--- src/rtl/spi_pkg.sv ---
// Shared SPIBR field layout, reset value and write mask for the SPI register file.
package spi_pkg;

  localparam int unsigned SPR_LSB     = 0;
  localparam int unsigned SPPR_LSB    = 4;
  localparam logic [7:0]  SPIBR_RESET = 8'h00;
  localparam logic [7:0]  SPIBR_WMASK = 8'h77;

endpackage

--- src/rtl/spi_baud_gen.sv ---
// Baud tick generator: free-running 0..divisor-1 counter with a registered one-cycle tick.
module spi_baud_gen #(
  parameter int unsigned DIV_W = 12
) (
  input  logic             clk,
  input  logic             rst_n,
  input  logic             restart,
  input  logic [DIV_W-1:0] divisor,
  output logic             baud_tick
);

  localparam logic [DIV_W-1:0] ONE = DIV_W'(1);

  logic [DIV_W-1:0] cnt;

  // A rate change realigns the phase: counter back to 0 and the tick suppressed.
  always_ff @(posedge clk or negedge rst_n) begin
    if (!rst_n) begin
      cnt       <= '0;
      baud_tick <= 1'b0;
    end else if (restart) begin
      cnt       <= '0;
      baud_tick <= 1'b0;
    end else if (cnt == divisor - ONE) begin
      cnt       <= '0;
      baud_tick <= 1'b1;
    end else begin
      cnt       <= cnt + ONE;
      baud_tick <= 1'b0;
    end
  end

endmodule

--- src/rtl/spi_baud_rate_reg.sv ---
// SPIBR register: captures the baud-rate byte every clock, decodes SPR/SPPR and drives the baud tick.
module spi_baud_rate_reg
  import spi_pkg::*;
#(
  parameter int unsigned DIV_W = 12
) (
  input  logic             clk,
  input  logic             rst,
  input  logic [7:0]       SPIBR_in,
  output logic             SPR0,
  output logic             SPR1,
  output logic             SPR2,
  output logic [2:0]       SPPR,
  output logic [7:0]       SPIBR_out,
  output logic [DIV_W-1:0] divisor,
  output logic             baud_tick
);

  logic [7:0]       spibr_q;
  logic [7:0]       spibr_d;
  logic [2:0]       spr;
  logic [DIV_W-1:0] sppr_plus1;
  logic             restart;

  assign spibr_d = SPIBR_in & SPIBR_WMASK;
  // Compare the incoming byte against the held one so the counter restarts on the same edge the new rate lands.
  assign restart = (spibr_d != spibr_q);

  always_ff @(posedge clk or negedge rst) begin
    if (!rst) spibr_q <= SPIBR_RESET;
    else      spibr_q <= spibr_d;
  end

  assign spr       = spibr_q[SPR_LSB +: 3];
  assign SPR0      = spr[0];
  assign SPR1      = spr[1];
  assign SPR2      = spr[2];
  assign SPPR      = spibr_q[SPPR_LSB +: 3];
  assign SPIBR_out = spibr_q;

  assign sppr_plus1 = DIV_W'({1'b0, SPPR}) + DIV_W'(1);
  assign divisor    = sppr_plus1 << ({1'b0, spr} + 4'd1);

  spi_baud_gen #(.DIV_W(DIV_W)) u_baud_gen (
    .clk       (clk),
    .rst_n     (rst),
    .restart   (restart),
    .divisor   (divisor),
    .baud_tick (baud_tick)
  );

endmodule

--- config.mk ---
export PLATFORM = sky130hd
export DESIGN_NAME = spi_baud_rate_reg
export DESIGN_NICKNAME = d
export VERILOG_FILES = /design/src/rtl/spi_pkg.sv /design/src/rtl/spi_baud_gen.sv /design/src/rtl/spi_baud_rate_reg.sv
export SDC_FILE = /design/constraint.sdc
export NUM_CORES = 1
export LEC_CHECK = 0
export ABC_CLOCK_PERIOD_IN_PS = 3500
export BUFFER_PORTS_ARGS = -buffer_cell sky130_fd_sc_hd__buf_2
export CORE_ASPECT_RATIO = 2
export CORE_MARGIN = 4
export CORE_UTILIZATION = 55
export DETAILED_ROUTE_END_ITERATION = 8
export PLACE_DENSITY = 0.8
export SYNTH_ARGS = -nofsm -noshare
export SYNTH_HDL_FRONTEND = slang
export SYNTH_SLANG_ARGS = --single-unit
--- constraint.sdc ---
create_clock -name clk -period 3.5 [get_ports clk]
set_input_delay 0.7 -clock clk [delete_from_list [all_inputs] [get_ports clk]]
set_output_delay 0.7 -clock clk [all_outputs]
set_load 0.03 [all_outputs]
; ---- Word level (Yosys, flattened, before mapping)
; Index checks and enable logic that the tools add are counted.
[word_totals]
regBits = 19
latchBits = 0
ram_bits = 0
romBits = 0
in_bits = 10
out_inout_bits = 27
wordCells = 14
n_memories = 0
[op_classes]
addsub = 4
n_mul = 0
div_mod_pow = 0
magnitude_cmp = 0
eq_ne = 2
shifts = 1
n_mux = 4
bitwise = 0
reduce_logical = 0
[ops]
columns = cell, n
row1 = $mux 12, 2
row2 = $add 12x1->12 const B, 1
row3 = $eq 12x12->1, 1
row4 = $shl 12x4->12, 1
row5 = $sub 12x1->12 const B, 1
row6 = $add 3x1->4 const B, 2
row7 = $ne 6x6->1, 1
row8 = $mux 1, 2

; ---- Depth between registers and ports, before layout
[logic_depth]
word_depth = 6
mapped_depth = 14
depth_no_buf = 13

; ---- Hierarchy
; Synthesis repeated with hierarchy kept, for this count alone.
[hier_totals]
hier_cells = 228
hier_area_um2 = 1959.4
[modules_own_cells]
columns = mod, instances, cells_per_inst, area_each_um2, seq_area_each_um2
row1 = spi_baud_gen, 1, 140, 1193.6, 325.3
row2 = spi_baud_rate_reg, 1, 88, 765.7, 150.1

; ---- Worst setup path before layout
; No wires, ideal clock.
[synth_timing]
path_kind = flip-flop to flip-flop
from = reg spibr_q[0], in the netlist SPIBR_out[0]
to = reg u_baud_gen.cnt[5]
setup_time_ns = 0.119
arrival_ns = 3.303
required_ns = 3.381
path_slack_ns = 0.078
stages_incl_launch_ff = 15
n_path_buf = 2
period_less_slack_ns = 3.422
path_cell_list = dfrtp_1 > ha_1 > buf_2 > a211oi_1 > nand2_1 > ha_1 > o211a_1 > a41oi_2 > a21bo_2 > o211ai_1 > o211ai_1 > a21oi_1 > a41o_1 > buf_6 > nor2_1
[synth_via]
elab_chain_len = 6
word_cells_on_any_way = 7
cone_classes = add/sub: 2 / eq/ne: 2 / shift: 1 / mux: 2
[synth_lines]
columns = element, line
row1 = "start, declared", spi_baud_rate_reg.sv:19  ; logic [7:0] spibr_q;
row2 = "start signal, assigned", spi_baud_rate_reg.sv:31  ; else spibr_q <= spibr_d;
row3 = $add 3x1->4, spi_baud_rate_reg.sv:42  ; assign divisor = sppr_plus1 << ({1'b0, spr} + 4'd1);
row4 = $shl 12x4->12, spi_baud_rate_reg.sv:42
row5 = $sub 12x1->12, spi_baud_gen.sv:24  ; end else if (cnt == divisor - ONE) begin
row6 = $eq 12x12->1, spi_baud_gen.sv:24
row7 = $mux 12, spi_baud_gen.sv:24
row8 = $mux 12 *, spi_baud_gen.sv:21  ; end else if (restart) begin
row9 = "end signal, assigned", spi_baud_gen.sv:28  ; cnt <= cnt + ONE;
row10 = "end, declared", spi_baud_gen.sv:14  ; logic [DIV_W-1:0] cnt;
; Every way passes the cells marked *; elsewhere a longest branch is shown, timed or not.

; ---- Worst setup path after layout
[layout_timing]
from = reg spibr_q[4], in the netlist SPIBR_out[4]
to = reg u_baud_gen.cnt[6]
[layout_via]
elab_chain_len = 6
word_cells_on_any_way = 7
cone_classes = add/sub: 2 / eq/ne: 2 / shift: 1 / mux: 2
[layout_lines]
columns = element, line
row1 = $add 3x1->4, spi_baud_rate_reg.sv:41  ; assign sppr_plus1 = DIV_W'({1'b0, SPPR}) + DIV_W'(1);
row2 = $shl 12x4->12, spi_baud_rate_reg.sv:42
row3 = $sub 12x1->12, spi_baud_gen.sv:24
row4 = $eq 12x12->1, spi_baud_gen.sv:24
row5 = $mux 12, spi_baud_gen.sv:24
row6 = $mux 12 *, spi_baud_gen.sv:21
; Marked as above.

==> impl_metrics.csv <==
group,metric,value,unit
status,status,"complete, no violations",
floorplan,ios,37,
detailed_routing,vias,1635,
logic_synthesis,yosysSeqAreaShare,26.2,%
clock_tree,cts_setup_buffers,0,
run,drv.max_cap_violation_count,0,
detailed_routing,wl_per_cell,15.4,µm
timing,hold_ws,0.373,ns
worst_setup_path,end_kind,"flop",
floorplan,die-height,89.2,µm
logic_synthesis,async_flop_share,100,%
finish,antennaDiodeCount,0,
timing,max_freq,310,MHz
timing,skew,0.00555,ns
logic_synthesis,synth_edf_count,0,
floorplan,rows,29,
timing,maxSlewViolCount,0,
timing,final.setup.tns,0,ns
worst_setup_path,critPathRequiredTime,3.63,ns
global_routing,grt_usage,21.1,%
worst_setup_path,critPathLaunchType,"flop",
global_routing,grt.met3_usage,1.50,%
finish,final_cell_mix,"buf_2, nor2_1, dfrtp_1, nand2_1, xor2_1",
logic_synthesis,ys.flop_type,"dfrtp_1",
logic_synthesis,synth_seq_cells,19,
finish,layout_commonest_cell,"buf_2",
global_routing,grt_util_met1,23.4,%
placed_design,dp_hpwl,3.43,mm
worst_setup_path,slowest_delay,0.39,ns
detailed_routing,drtPass1Iterations,4,
detailed_routing,viasPerCell,5.95,
worst_setup_path,path_max_fanout,12,
floorplan,dieArea,4340,µm²
clock_tree,htreeDepth,1,
worst_setup_path,cp_top_family,"compound AO/OA/AOI/OAI gates",
global_routing,grt_pass1_wl,7.42,mm
worst_setup_path,crit_chain,"ha_1, inv_1, a211oi_1, nand2_1, ha_1, o211a_1, a41oi_2, buf_4, o41ai_2, xnor2_1, o32ai_2, a41o_2, nor2_1",
global_routing,grtUsageMet2,38.2,%
floorplan,die_w,48.6,µm
timing,period_share,92.3,%
global_routing,grt_start_max_net_pins,20,
clock_tree,cts_sinks,19,
worst_setup_path,crit_path_frequent_cell,"ha_1",
finish,nets,259,
logic_synthesis,yosysUniqueCellTypes,53,
clock_tree,cts_buffers,3,
timing,rsz0062_at_grt,"false",
timing,hold_viol_final,0,
global_routing,grt_pass1_vias,1636,
power,peakVddDrop,0.301,mV
finish,syn_to_final_growth,12.7,%
worst_setup_path,path_buf_inv,2,
timing,fin_crit,3.23,ns
power,powerDensity,315,nW/µm²
clock_tree,cts_max_path_buffers,2,
detailed_routing,ant_nets,0,
detailed_routing,drc,0,
logic_synthesis,synth_area,1810,µm²
floorplan,core_area,3160,µm²
clock_tree,cts.clk_slew.worst_paths,0.07,ns
power,total_power,644,µW
worst_setup_path,path_class,"flop to flop",
floorplan,initial_core_util,57.5,%
placed_design,io_buffers,32,
global_routing,grt_overflow,0,
logic_synthesis,postSynthCellCount,212,
worst_setup_path,critPathSlowestCell,"dfrtp_1",
finish,multi_input_area,1180,µm²
finish,seqCellArea,475,µm²
logic_synthesis,avgSynthCellArea,8.56,µm²
worst_setup_path,arrival,3.36,ns
finish,fill_cells,285,
detailed_routing,drt_iter0_drc,28,
placed_design,place.gp.congestion,0.949,
detailed_routing,wl,4.25,mm
clock_tree,insertion_delay,0.25,ns
global_routing,antenna_found_initial,0,
logic_synthesis,synth-warning-count,0,
power,p_leak,0.963,nW
clock_tree,cts_tree,"done",
clock_tree,cts_root_buffer,"clkbuf_8",
timing,setup_viol,0,
finish,drive_gt1_share,24.6,%
global_routing,busiest_layer,"met2",
min_path,hold_class,"primary input to asynchronous set/reset pin",
[area by class of cell]
cell class / instances / area share, %
Sequential cell: 19 / 23.3
Timing Repair Buffer: 42 / 12.1
Tap cell: 31 / 1.90
Multi-Input combinational cell: 165 / 58.0
Inverter: 14 / 2.57
Clock buffer: 4 / 2.20
[flip-flops by register name, indices dropped and copies added (netlist names)]
name and count:
u_baud_gen.cnt 12, u_baud_gen.baud_tick 1, SPIBR_out 6
[metrics by stage]
step | instances | util [%] | setup slack, ns | instance area [µm²]
after floorplan | 213 | - | 0.0785 | 1820
after global placement | 271 | 63.3 | 0.197 | 2000
after detailed placement | 271 | 63.3 | 0.136 | 2000
after CTS | 275 | 64.7 | 0.131 | 2040
after global routing | 275 | 64.8 | 0.104 | 2040
final | 275 | 64.8 | 0.271 | 2040
[metal layers]
layer / up-vias / wire, µm
met4: 0 / 204
met1: 768 / 1660
met3: 19 / 147
met5: - / 0
met2: 48 / 2230
li1: 800 / -
[logic make-up (layout without fill, tap and decap cells)]
group           count (synthesis)  in the layout  share of synthesized area [%]
compound gates                 39             39                           18.7
xor+xnor                       33             33                           15.9
fa+ha+maj                       4              4                           2.76
buf+inv                        29             60                           8.76
flops                          19             19                           26.2
mux                             3              3                           3.03
other cells                     1              2                          0.207
simple gates                   84             84                           24.4
[Yosys cell counts (5+ instances only)]
library cell	instances	area [µm²]
nand2_1	17	63.8
nand3_1	10	50.1
a21oi_1	5	25.0
nor2_1	20	75.1
dfrtp_1	19	475
buf_4	8	60.1
xor2_1	17	149
inv_1	14	52.6
o21ai_0	6	30.0
nor3_1	5	25.0
and3_1	6	37.5
xnor2_1	16	140
[path summary, 6_finish.rpt]
path	slack, ns	cells after the start	startpoint	to
setup / recovery	0.27	13	SPIBR_out[4]$_DFF_PN0_	u_baud_gen.cnt[6]$_DFF_PN0_
hold / removal	0.37	1	rst	SPIBR_out[4]$_DFF_PN0_
setup reg to reg	0.27	13	SPIBR_out[4]$_DFF_PN0_	u_baud_gen.cnt[6]$_DFF_PN0_
hold reg to reg	0.54	1	u_baud_gen.cnt[0]$_DFF_PN0_	u_baud_gen.cnt[0]$_DFF_PN0_
max in group asynchronous	2.82	1	rst	u_baud_gen.cnt[11]$_DFF_PN0_
min in group clk	0.54	1	u_baud_gen.cnt[0]$_DFF_PN0_	u_baud_gen.cnt[0]$_DFF_PN0_
[worst reg2reg max path, cell delays in order, from the launching register on]
cell      delay [ns]
dfrtp_1         0.39
ha_1            0.36
inv_1           0.07
a211oi_1        0.37
nand2_1         0.16
ha_1            0.28
o211a_1         0.17
a41oi_2         0.17
buf_4           0.19
o41ai_2         0.09
xnor2_1         0.15
o32ai_2         0.26
a41o_2          0.38
nor2_1          0.08
[repair_timing]
item,CTS,global route
hold buffers,0,0
setup endpoints to repair,0,11
gates resized for setup,0,1
[power by group]
part | total, mW | internal [mW] | switching (mW)
combinational | 0.268 | 0.105 | 0.164
clock | 0.148 | 0.0808 | 0.0671
sequential | 0.228 | 0.223 | 0.00484
Note: power is estimated with default switching activity, not from simulation.
